==> config.mk <==
export PLATFORM = sky130hd
export DESIGN_NAME = register_file_mp
export DESIGN_NICKNAME = d
export VERILOG_FILES = /design/src/rtl/register_file_mp.sv
export SDC_FILE = /design/constraint.sdc
export NUM_CORES = 1
export LEC_CHECK = 0
export CAP_MARGIN = 5
export CORE_MARGIN = 8
export CORE_UTILIZATION = 57
export CTS_CLUSTER_SIZE = 20
export DETAILED_ROUTE_END_ITERATION = 6
export GPL_TIMING_DRIVEN = 1
export PLACE_DENSITY = 0.85
export SYNTH_ARGS = -nofsm -noshare
export SYNTH_HDL_FRONTEND = slang
export SYNTH_SLANG_ARGS = --single-unit
==> constraint.sdc <==
create_clock -name clk -period 2.99 [get_ports clk]
set_input_delay 0.598 -clock clk [delete_from_list [all_inputs] [get_ports clk]]
set_output_delay 0.598 -clock clk [all_outputs]
set_load 0.03 [all_outputs]
==> src/rtl/register_file_mp.sv <==
// Multi-port register file: two combinational read ports, two prioritised write ports
// (port 1 wins), optional write-to-read bypass, optional hardwired zero register, busy scoreboard.

module register_file_mp_cell #(
    parameter int DATA_W = 8
) (
    input  logic              clk_i,
    input  logic              rst_ni,
    input  logic              we0_i,
    input  logic              we1_i,
    input  logic [DATA_W-1:0] wd0_i,
    input  logic [DATA_W-1:0] wd1_i,
    input  logic              sb_set_i,
    output logic [DATA_W-1:0] data_o,
    output logic              busy_o
);
    logic [DATA_W-1:0] data_q, data_d;
    logic              busy_q, busy_d;

    always_comb begin
        data_d = data_q;
        busy_d = busy_q;
        if (we1_i)      data_d = wd1_i;
        else if (we0_i) data_d = wd0_i;
        // A load issued in the same cycle as a write keeps the register busy.
        if (we0_i || we1_i) busy_d = 1'b0;
        if (sb_set_i)       busy_d = 1'b1;
    end

    always_ff @(posedge clk_i or negedge rst_ni) begin
        if (!rst_ni) begin
            data_q <= '0;
            busy_q <= 1'b0;
        end else begin
            data_q <= data_d;
            busy_q <= busy_d;
        end
    end

    assign data_o = data_q;
    assign busy_o = busy_q;
endmodule

module register_file_mp #(
    parameter  int DATA_W   = 8,
    parameter  int NUM_REGS = 16,
    parameter  int BYPASS   = 1,
    parameter  int ZERO_REG = 0,
    localparam int ADDR_W   = $clog2(NUM_REGS)
) (
    input  logic              clk,
    input  logic              reset,
    input  logic [ADDR_W-1:0] rd_addr_a,
    input  logic [ADDR_W-1:0] rd_addr_b,
    output logic [DATA_W-1:0] rd_data_a,
    output logic [DATA_W-1:0] rd_data_b,
    output logic              rd_busy_a,
    output logic              rd_busy_b,
    input  logic              wr0_en,
    input  logic [ADDR_W-1:0] wr0_addr,
    input  logic [DATA_W-1:0] wr0_data,
    input  logic              wr1_en,
    input  logic [ADDR_W-1:0] wr1_addr,
    input  logic [DATA_W-1:0] wr1_data,
    input  logic              sb_set_en,
    input  logic [ADDR_W-1:0] sb_set_addr,
    output logic              busy_any
);
    localparam logic [ADDR_W:0] NREGS_W = (ADDR_W+1)'(NUM_REGS);

    logic [NUM_REGS-1:0][DATA_W-1:0] reg_q;
    logic [NUM_REGS-1:0]             busy_q;
    logic [NUM_REGS-1:0]             we0_hit, we1_hit, sb_hit;
    logic [1:0][ADDR_W-1:0]          rd_addr;
    logic [1:0][DATA_W-1:0]          rd_data;
    logic [1:0]                      rd_busy;

    // True for addresses backed by a writable register (in range, not the zero register).
    function automatic logic addr_live(input logic [ADDR_W-1:0] a);
        return ({1'b0, a} < NREGS_W) && !(ZERO_REG != 0 && a == '0);
    endfunction

    always_comb begin
        we0_hit = '0;
        we1_hit = '0;
        sb_hit  = '0;
        for (int i = 0; i < NUM_REGS; i++) begin
            if (!(ZERO_REG != 0 && i == 0)) begin
                we0_hit[i] = wr0_en    && (wr0_addr    == ADDR_W'(i));
                we1_hit[i] = wr1_en    && (wr1_addr    == ADDR_W'(i));
                sb_hit[i]  = sb_set_en && (sb_set_addr == ADDR_W'(i));
            end
        end
    end

    for (genvar g = 0; g < NUM_REGS; g++) begin : g_reg
        register_file_mp_cell #(.DATA_W(DATA_W)) u_cell (
            .clk_i    (clk),
            .rst_ni   (reset),
            .we0_i    (we0_hit[g]),
            .we1_i    (we1_hit[g]),
            .wd0_i    (wr0_data),
            .wd1_i    (wr1_data),
            .sb_set_i (sb_hit[g]),
            .data_o   (reg_q[g]),
            .busy_o   (busy_q[g])
        );
    end

    assign rd_addr = {rd_addr_b, rd_addr_a};

    always_comb begin
        rd_data = '0;
        rd_busy = '0;
        for (int p = 0; p < 2; p++) begin
            for (int i = 0; i < NUM_REGS; i++) begin
                if (rd_addr[p] == ADDR_W'(i)) begin
                    rd_data[p] = reg_q[i];
                    rd_busy[p] = busy_q[i];
                end
            end
            // Forwarded data is the value being produced, so it is never busy.
            if (BYPASS != 0 && addr_live(rd_addr[p])) begin
                if (wr1_en && wr1_addr == rd_addr[p]) begin
                    rd_data[p] = wr1_data;
                    rd_busy[p] = 1'b0;
                end else if (wr0_en && wr0_addr == rd_addr[p]) begin
                    rd_data[p] = wr0_data;
                    rd_busy[p] = 1'b0;
                end
            end
        end
    end

    assign rd_data_a = rd_data[0];
    assign rd_data_b = rd_data[1];
    assign rd_busy_a = rd_busy[0];
    assign rd_busy_b = rd_busy[1];
    assign busy_any  = |busy_q;
endmodule

==> reports/metrics.yaml, run 1 <==
synth:
  synth.avg_cell_area_um2: 8.80
  postSynthCellCount: 1197
  netlist_area_mm2: 0.0105
  yosysSeqAreaShare: 0.342
  synth_edf_count: 0
  ys_async_sr_fraction: 1.00
  ys.flop_type: "dfrtp_1"
  synth.distinct_cells: 70
  synth_fp_nets: 1238
  synth-seq-cells: 144
  synth_warnings: 0
global_routing:
  grt_usage: 0.375
  grt_pass1_wl_um: 67200
  antenna_found_initial: 0
  grt_max_degree: 66
  grt_pass1_vias: 11233
  grt-ovfl-total: 0
worst_setup_path:
  critical_path_class: "in -> out"
  cp_max_fo: 13
  critical_path.startpoint: "rd_addr_a[1]"
  worst_ep_arrival_time_ps: 2450
  critPathLaunchType: "input port"
  end_kind: "primary output"
  cp.required_ps: 2390
  reg2reg_from: "g_reg[4].u_cell.data_o[2]"
timing:
  max_freq_mhz: 328
  worst_pin_slew_ps: 796
  drv_slew: 0
  finalSetupViolCount: 8
  final-hold-violation-count: 0
  tns_ps: -293
  rsz0062_at_grt: "yes"
  layout_setup_ws_ps: -61.6
  skew_ps: 0
  holdWs_ps: 177
  max_slew_margin: 0.469
  finalCritPeriodShare: 1.02
  period_needed_ps: 3050
cts:
  htree_num_levels: 4
  clock_latency_ps: 430
  clkTransAtPathRegs_ps: 70
  clockBufferDepth: 2
  tritoncts: "yes"
  cts_sinks: 144
  numCtsBuffers: 17
  cts_root_buf: "clkbuf_16"
floorplan:
  core-area_mm2: 0.0180
  rows: 49
  initial_core_util: 0.584
  fp.dieArea_mm2: 0.0231
  die_y_um: 152
  pin_count: 60
  die-width_um: 152
pwr:
  power_density_mw_per_mm2: 567
  switching_share: 0.375
  power.leakage_nw: 6.05
  peakVddDrop_uv: 468
  internal_power_w: 0.00497
  p_clk_frac: 0.283
  seqPwrFrac: 0.378
  p_sw_w: 0.00298
  comb_power_share: 0.339
run_status:
  outcome: "complete, but fails checks"
  violations: "design-rule violations, negative setup slack"
detailed_routing:
  drt_iter0_drc: 1842
  drt-total-wl_um: 45400
  route.detailed.wl_per_inst_um: 27.8
  routed-via-count: 11463
  dr.pass1.iters: 7
  via_per_inst: 7.02
  postRouteAntennaNets: 0
  route.detailed.drc: 3
cells_and_area:
  nNetsFinal: 1431
  layout_commonest_cell: "buf_4"
  antenna_cells: 0
  fill_cells: 1190
  regArea_mm2: 0.00360
  mostFrequentLayoutCells: "buf_4, mux2i_1, dfrtp_1"
  area_growth_pct: 33.0
  multi_input_area_mm2: 0.00664
  layout-drive-gt1-share: 0.314
place:
  gp_congestion: 1.09
  port_buffers: 59
  post-dp-hpwl_um: 31800
flow_run:
  drv_cap: 0
worst_hold_path:
  hold_path.class: "in -> async"
-- power groups by stage --
stage                     Clock [W]  Sequential (W)  Combinational (W)
final                       0.00225         0.00301            0.00269
after global routing        0.00233         0.00304            0.00284
after CTS                   0.00225         0.00296            0.00248
after detailed placement          0         0.00299            0.00235
after global placement            0         0.00296            0.00229
after floorplan                   0         0.00274            0.00150
-- sequential cells by signal (all words and copies together), names as in the netlist --
signal           cells
g.u_cell.data_o    128
g.u_cell.busy_o     16
-- worst paths after layout --
kind,end,slack (ps),cells past startpoint
hold reg to reg,g_reg[15].u_cell.busy_o,590,2
hold / removal,g_reg[7].u_cell.data_o[1],180,1
min in group clk,g_reg[15].u_cell.busy_o,590,2
setup / recovery,rd_data_a[5],-60,12
setup reg to reg,g_reg[4].u_cell.data_o[2],1990,4
max in group asynchronous,g_reg[11].u_cell.data_o[5],2120,2
-- per-stage QoR --
stage                     cells  setup WS (ps)  total power, W  area [um2]   util
after floorplan            1197            128         0.00424       10500      -
after global placement     1571           -506         0.00525       12500  0.692
after detailed placement   1571           -534         0.00533       12500  0.692
final                      1632          -61.6         0.00795       14000  0.777
after CTS                  1621          -51.6         0.00769       13600  0.752
after global routing       1632          -84.0         0.00821       14000  0.777
-- synthesized netlist by cell type, drive strengths merged (17+ instances only) --
cell type / n / area, um2
mux2i: 146 / 1460
dfrtp: 144 / 3600
nor2: 139 / 579
a21oi: 126 / 634
nand2: 119 / 449
o21ai: 94 / 470
buf: 65 / 435
clkbuf: 54 / 263
o22ai: 26 / 163
mux4: 24 / 548
nor3: 20 / 105
inv: 19 / 73.8
mux2: 18 / 203
nand3: 18 / 90.1
nor2b: 17 / 106
-- layout make-up --
| class | instances | share of cell area |
|---|---|---|
| multi-input cells | 915 | 0.474 |
| flip-flops and latches | 144 | 0.257 |
| repair buffers | 293 | 0.199 |
| clock buffers | 17 | 0.0304 |
| well taps | 229 | 0.0205 |
| clock inverters | 15 | 0.0132 |
| inverters | 19 | 0.00598 |
-- worst max-delay path, stage by stage --
cell and delay, ps:
buf_12 110, buf_12 150, buf_12 130, buf_12 140
buf_4 130, mux2_2 320, o22ai_1 180, a221oi_2 90
o22ai_1 190, o21ai_1 110, buf_4 160, buf_12 130
-- layer usage --
layer,track usage,part of all wire,vias up
li1,-,-,4725
met1,0.451,0.35,5337
met2,0.577,0.44,1069
met3,0.110,0.13,332
met4,0.241,0.079,0
met5,0,0,-
-- what timing repair did --
action                                 4_1_cts  5_1_grt
resized for setup                           98       90
buffers inserted                            16       12
pin swaps                                   31       42
cloned                                       3        1
endpoints found under the hold margin        0        0
hold buffers                                 0        0
setup endpoints to repair                   18       18
-- logic make-up (layout without fill, tap and decap cells) --
kind of cell / after synthesis / count (layout) / synth area share
AND/OR/NAND/NOR: 372 / 372 / 0.163
XOR/XNOR: 16 / 16 / 0.0133
buffers and inverters: 138 / 344 / 0.0733
flip-flops: 144 / 144 / 0.342
multiplexers: 188 / 188 / 0.210
AO/OA/AOI/OAI: 339 / 339 / 0.198
No activity file was read; power rests on OpenSTA's default activity.
==> inputs of run 2 (changes only) <==
--- a/config.mk
+++ b/config.mk
@@ -15,3 +15,4 @@
 export SYNTH_ARGS = -nofsm -noshare
 export SYNTH_HDL_FRONTEND = slang
 export SYNTH_SLANG_ARGS = --single-unit
+export TNS_END_PERCENT = 5
==> run 2 against run 1 <==
Compared with the run above:
- the flow finishes with violations (negative setup slack)
- cell area is 3.9% lower
- highest routed layer unchanged
- wire length is 2.2% higher
- largest power group unchanged
- critical endpoint is now rd_data_a[3]
- sequential cell count stayed put
- worst hold slack worse by 6.8 ps
- critical path depth is 3 lower
- register-to-register slack better by 110 ps
- via count is 2.8% lower
- fmax is 0.86% higher
- first-iteration DRC count is 27% lower
==> reports/metrics.yaml, run 2 (synthesis results as in run 1) <==
worst_hold_path:
  hold_path.class: "in -> async"
worst_setup_path:
  cp.required_ps: 2390
  critPathLaunchType: "input port"
  end_kind: "primary output"
  worst_ep_arrival_time_ps: 2430
  cp_max_fo: 6
  critical_path_class: "in -> out"
  rr_worst_depth: 2
timing:
  holdWs_ps: 170
  finalSetupViolCount: 8
  max_freq_mhz: 331
  layout_setup_ws_ps: -35.5
  period_needed_ps: 3030
  max_slew_margin: 0.455
  rsz0062_at_grt: "yes"
  worst_pin_slew_ps: 817
  final-hold-violation-count: 0
  finalCritPeriodShare: 1.01
  drv_slew: 0
  skew_ps: 0
run_status:
  violations: "negative setup slack"
  outcome: "complete, but fails checks"
floorplan:
  rows: 49
  core-area_mm2: 0.0180
  fp.dieArea_mm2: 0.0231
  die_y_um: 152
  die-width_um: 152
  initial_core_util: 0.584
  pin_count: 60
global_routing:
  grt_max_degree: 65
  grt_usage: 0.392
  antenna_found_initial: 0
  grt_pass1_wl_um: 69100
  grt_pass1_vias: 11187
  grt-ovfl-total: 0
pwr:
  peakVddDrop_uv: 485
  power_density_mw_per_mm2: 579
  power.leakage_nw: 5.80
  total_power_w: 0.00780
detailed_routing:
  drt-total-wl_um: 46400
  route.detailed.drc: 0
  via_per_inst: 6.95
  routed-via-count: 11146
  dr.pass1.iters: 5
  drt_iter0_drc: 1348
  route.detailed.wl_per_inst_um: 29.0
  postRouteAntennaNets: 0
cts:
  clkTransAtPathRegs_ps: 70
  cts_sinks: 144
  clockBufferDepth: 2
  clock_latency_ps: 430
  tritoncts: "yes"
  numCtsBuffers: 17
  htree_num_levels: 4
  cts_root_buf: "clkbuf_16"
cells_and_area:
  layout_commonest_cell: "buf_4"
  layout-drive-gt1-share: 0.279
  mostFrequentLayoutCells: "buf_4, mux2i_1, dfrtp_1"
  antenna_cells: 0
  area_growth_pct: 27.8
  final_core_util: 0.747
  nNetsFinal: 1402
  largest_reg_flops: 128
place:
  post-dp-hpwl_um: 34600
  gp_congestion: 1.08
  port_buffers: 59
  place_ws_ps: -452
flow_run:
  drv_cap: 0
==> run 2: timing repair <==
action / 4_1_cts / 5_1_grt
pin swaps: 18 / 11
cloned: 1 / 0
endpoints found under the hold margin: 0 / 0
resized for setup: 87 / 39
setup buffers: 2 / 1
hold buffers: 0 / 0
setup endpoints to repair: 18 / 18
==> run 2: path summary, 6_finish.rpt <==
path	slack (ps)	start	to
max reg2reg	2100	g_reg[4].u_cell.data_o[3]	g_reg[4].u_cell.data_o[3]
max in group asynchronous	2150	reset	g_reg[9].u_cell.data_o[5]
max	-40	rd_addr_a[0]	rd_data_a[3]
min in group clk	600	g_reg[12].u_cell.busy_o	g_reg[12].u_cell.busy_o
min reg2reg	600	g_reg[12].u_cell.busy_o	g_reg[12].u_cell.busy_o
min	170	reset	g_reg[3].u_cell.data_o[1]
==> run 2: final cells by class <==
type | count | area, um2
Multi-Input combinational cell | 915 | 6480
Fill cell | 1310 | 4560
Sequential cell | 144 | 3600
Timing Repair Buffer | 264 | 2410
Clock buffer | 17 | 425
Tap cell | 229 | 287
Clock inverter | 15 | 181
Inverter | 19 | 77.6
==> run 2: power breakdown <==
part | internal (W) | leakage (nW) | switching [W]
Sequential | 0.00243 | 1.71 | 0.000577
Clock | 0.00114 | 0.296 | 0.00106
Combinational | 0.00124 | 3.79 | 0.00135
Total | 0.00481 | 5.80 | 0.00299
==> run 2: routing by layer <==
layer	share of wire	global-route usage
met2	0.45	0.606
met4	0.064	0.235
met5	0	0
met1	0.36	0.478
met3	0.12	0.111
==> run 2: critical path, stage by stage <==
cell,delay (ps)
buf_4,200
buf_6,160
mux4_2,520
nor2_1,200
nor3_1,90
a2111oi_2,230
or3_1,190
a21oi_2,80
buf_12,140
==> run 2: stage by stage <==
| step | instances | instance area [um2] | setup TNS, ps |
|---|---|---|---|
| finish | 1603 | 13500 | -161 |
| global route | 1603 | 13500 | -725 |
| CTS | 1603 | 13300 | -222 |
| detailed placement | 1568 | 12400 | -6190 |
| global placement | 1568 | 12400 | -5820 |
| floorplan | 1197 | 10500 | -10.0 |
==> RTL change: new RTL, settings of run 1 <==
Register the outputs `rd_data_a`, `rd_data_b`, `rd_busy_a`, `rd_busy_b` and `busy_any`; this adds one clock of latency there.
--- a/src/rtl/register_file_mp.sv
+++ b/src/rtl/register_file_mp.sv
@@ -132,10 +132,12 @@
         end
     end
 
-    assign rd_data_a = rd_data[0];
-    assign rd_data_b = rd_data[1];
-    assign rd_busy_a = rd_busy[0];
-    assign rd_busy_b = rd_busy[1];
-    assign busy_any  = |busy_q;
+    always_ff @(posedge clk) begin
+        rd_data_a <= rd_data[0];
+        rd_data_b <= rd_data[1];
+        rd_busy_a <= rd_busy[0];
+        rd_busy_b <= rd_busy[1];
+        busy_any  <= |busy_q;
+    end
 endmodule
 
Behaviour: not the same (Yosys sat finds a counterexample within 4 cycles, from zero or initial values and one cycle with reset low).
==> RTL change against run 1 <==
Cell count down 0.12%. Design area is 7.1% lower. Area after synthesis is 5.8% higher. Sequential cell count is 19 higher. Setup slack improved by 510 ps. Total power rose by 0.49%. Wire length increased by 3.7%. Critical path type is now input pin to flop. Highest routed layer is now met5.
==> RTL change: results (changes against run 1) <==
- Status: finished clean
- Area of the multi-input gates: 6431 um^2 (-3.1%)
- Total setup buffers inserted after CTS: 0 (-16)
- Maximum vdd drop: 0.0004027 V (-14%)
- Global-route wire length before repair: 69880 um (+4.0%)
- Asr flop ratio synth: 88.34% (-12 points)
- Top Metal Used: met5
- Synth cell types: 88 (+26%)
- CP startpoint: wr0_addr[3]
- DR iter-0 viols: 1484 (-19%)
- Largest stage delay on the critical path: 720 ps (+400 ps)
- Post-Syn Instances: 1278 (+6.8%)
- Inverters: 21 (+2)
- Layout cell share with drive strength beyond 1: 16.34% (-15 points)
- Total Routed Length: 47130 um (+3.7%)
- CLK BUF: 18 (+1)
- Seq cells: 163 (+13%)
- Post-cts repair resize count: 0 (-100%)
- Routability congestion estimate: 1.110 (+1.7%)
- Storage element area: 3984 um^2 (+11%)
- Critical-path top delay cell: a2111oi_0
- Via count: 11080 (-3.4%)
- Largest net degree at the start of global routing: 69 (+4.5%)
- # placed instances: 1598 (+1.7%)
- Clock network area share: 4.769% (+0.41 points)
- Top cells by area, synth: dfrtp_1 32%, mux2i_1 13%, a21oi_1 6.8%
- Seq area share: 30.61% (+4.9 points)
- Final Skew: 10.47 ps (+10.47 ps)
- Signal buffers: 174 (-41%)
- Wire length on met1: 18140 um (+14%)
- Slew HR: 33.41% (-14 points)
- Final Core Density: 67.31% (-10 points)
- PD cells: 613.6 nW/um^2 (+8.2%)
- Comb_multi_in: 975 (+6.6%)
- Nets: 1393 (-2.7%)
## RTL change: worst paths after layout
path | endpoint | cells after the start
max | rd_data_b[3] | 7
min | g_reg[0].u_cell.busy_o | 1
max reg2reg | rd_data_b[6] | 7
min reg2reg | g_reg[9].u_cell.data_o[5] | 2
max in group asynchronous | g_reg[7].u_cell.data_o[2] | 2
min in group clk | g_reg[9].u_cell.data_o[5] | 2
## RTL change: cell families after synthesis
group	count (synthesis)
muxes	174
and+or+nand+nor	395
DFF	163
buffers and inverters	140
xor gates and xnor gates	16
AOI/OAI and AO/OA	390
## RTL change: worst max-delay path: cells and delay by family
family / cells / cell delay, ps
compound gates: 2 / 770
buf+inv: 3 / 1110
simple gates: 1 / 80
xor+xnor: 1 / 290
## RTL change: power groups by stage
stage	registers, W	clock network, W	logic [W]
floorplan	0.00320	0	0.00135
global placement	0.00334	0	0.00214
detailed placement	0.00335	0	0.00219
CTS	0.00332	0.00239	0.00220
global route	0.00339	0.00248	0.00240
finish	0.00335	0.00239	0.00225
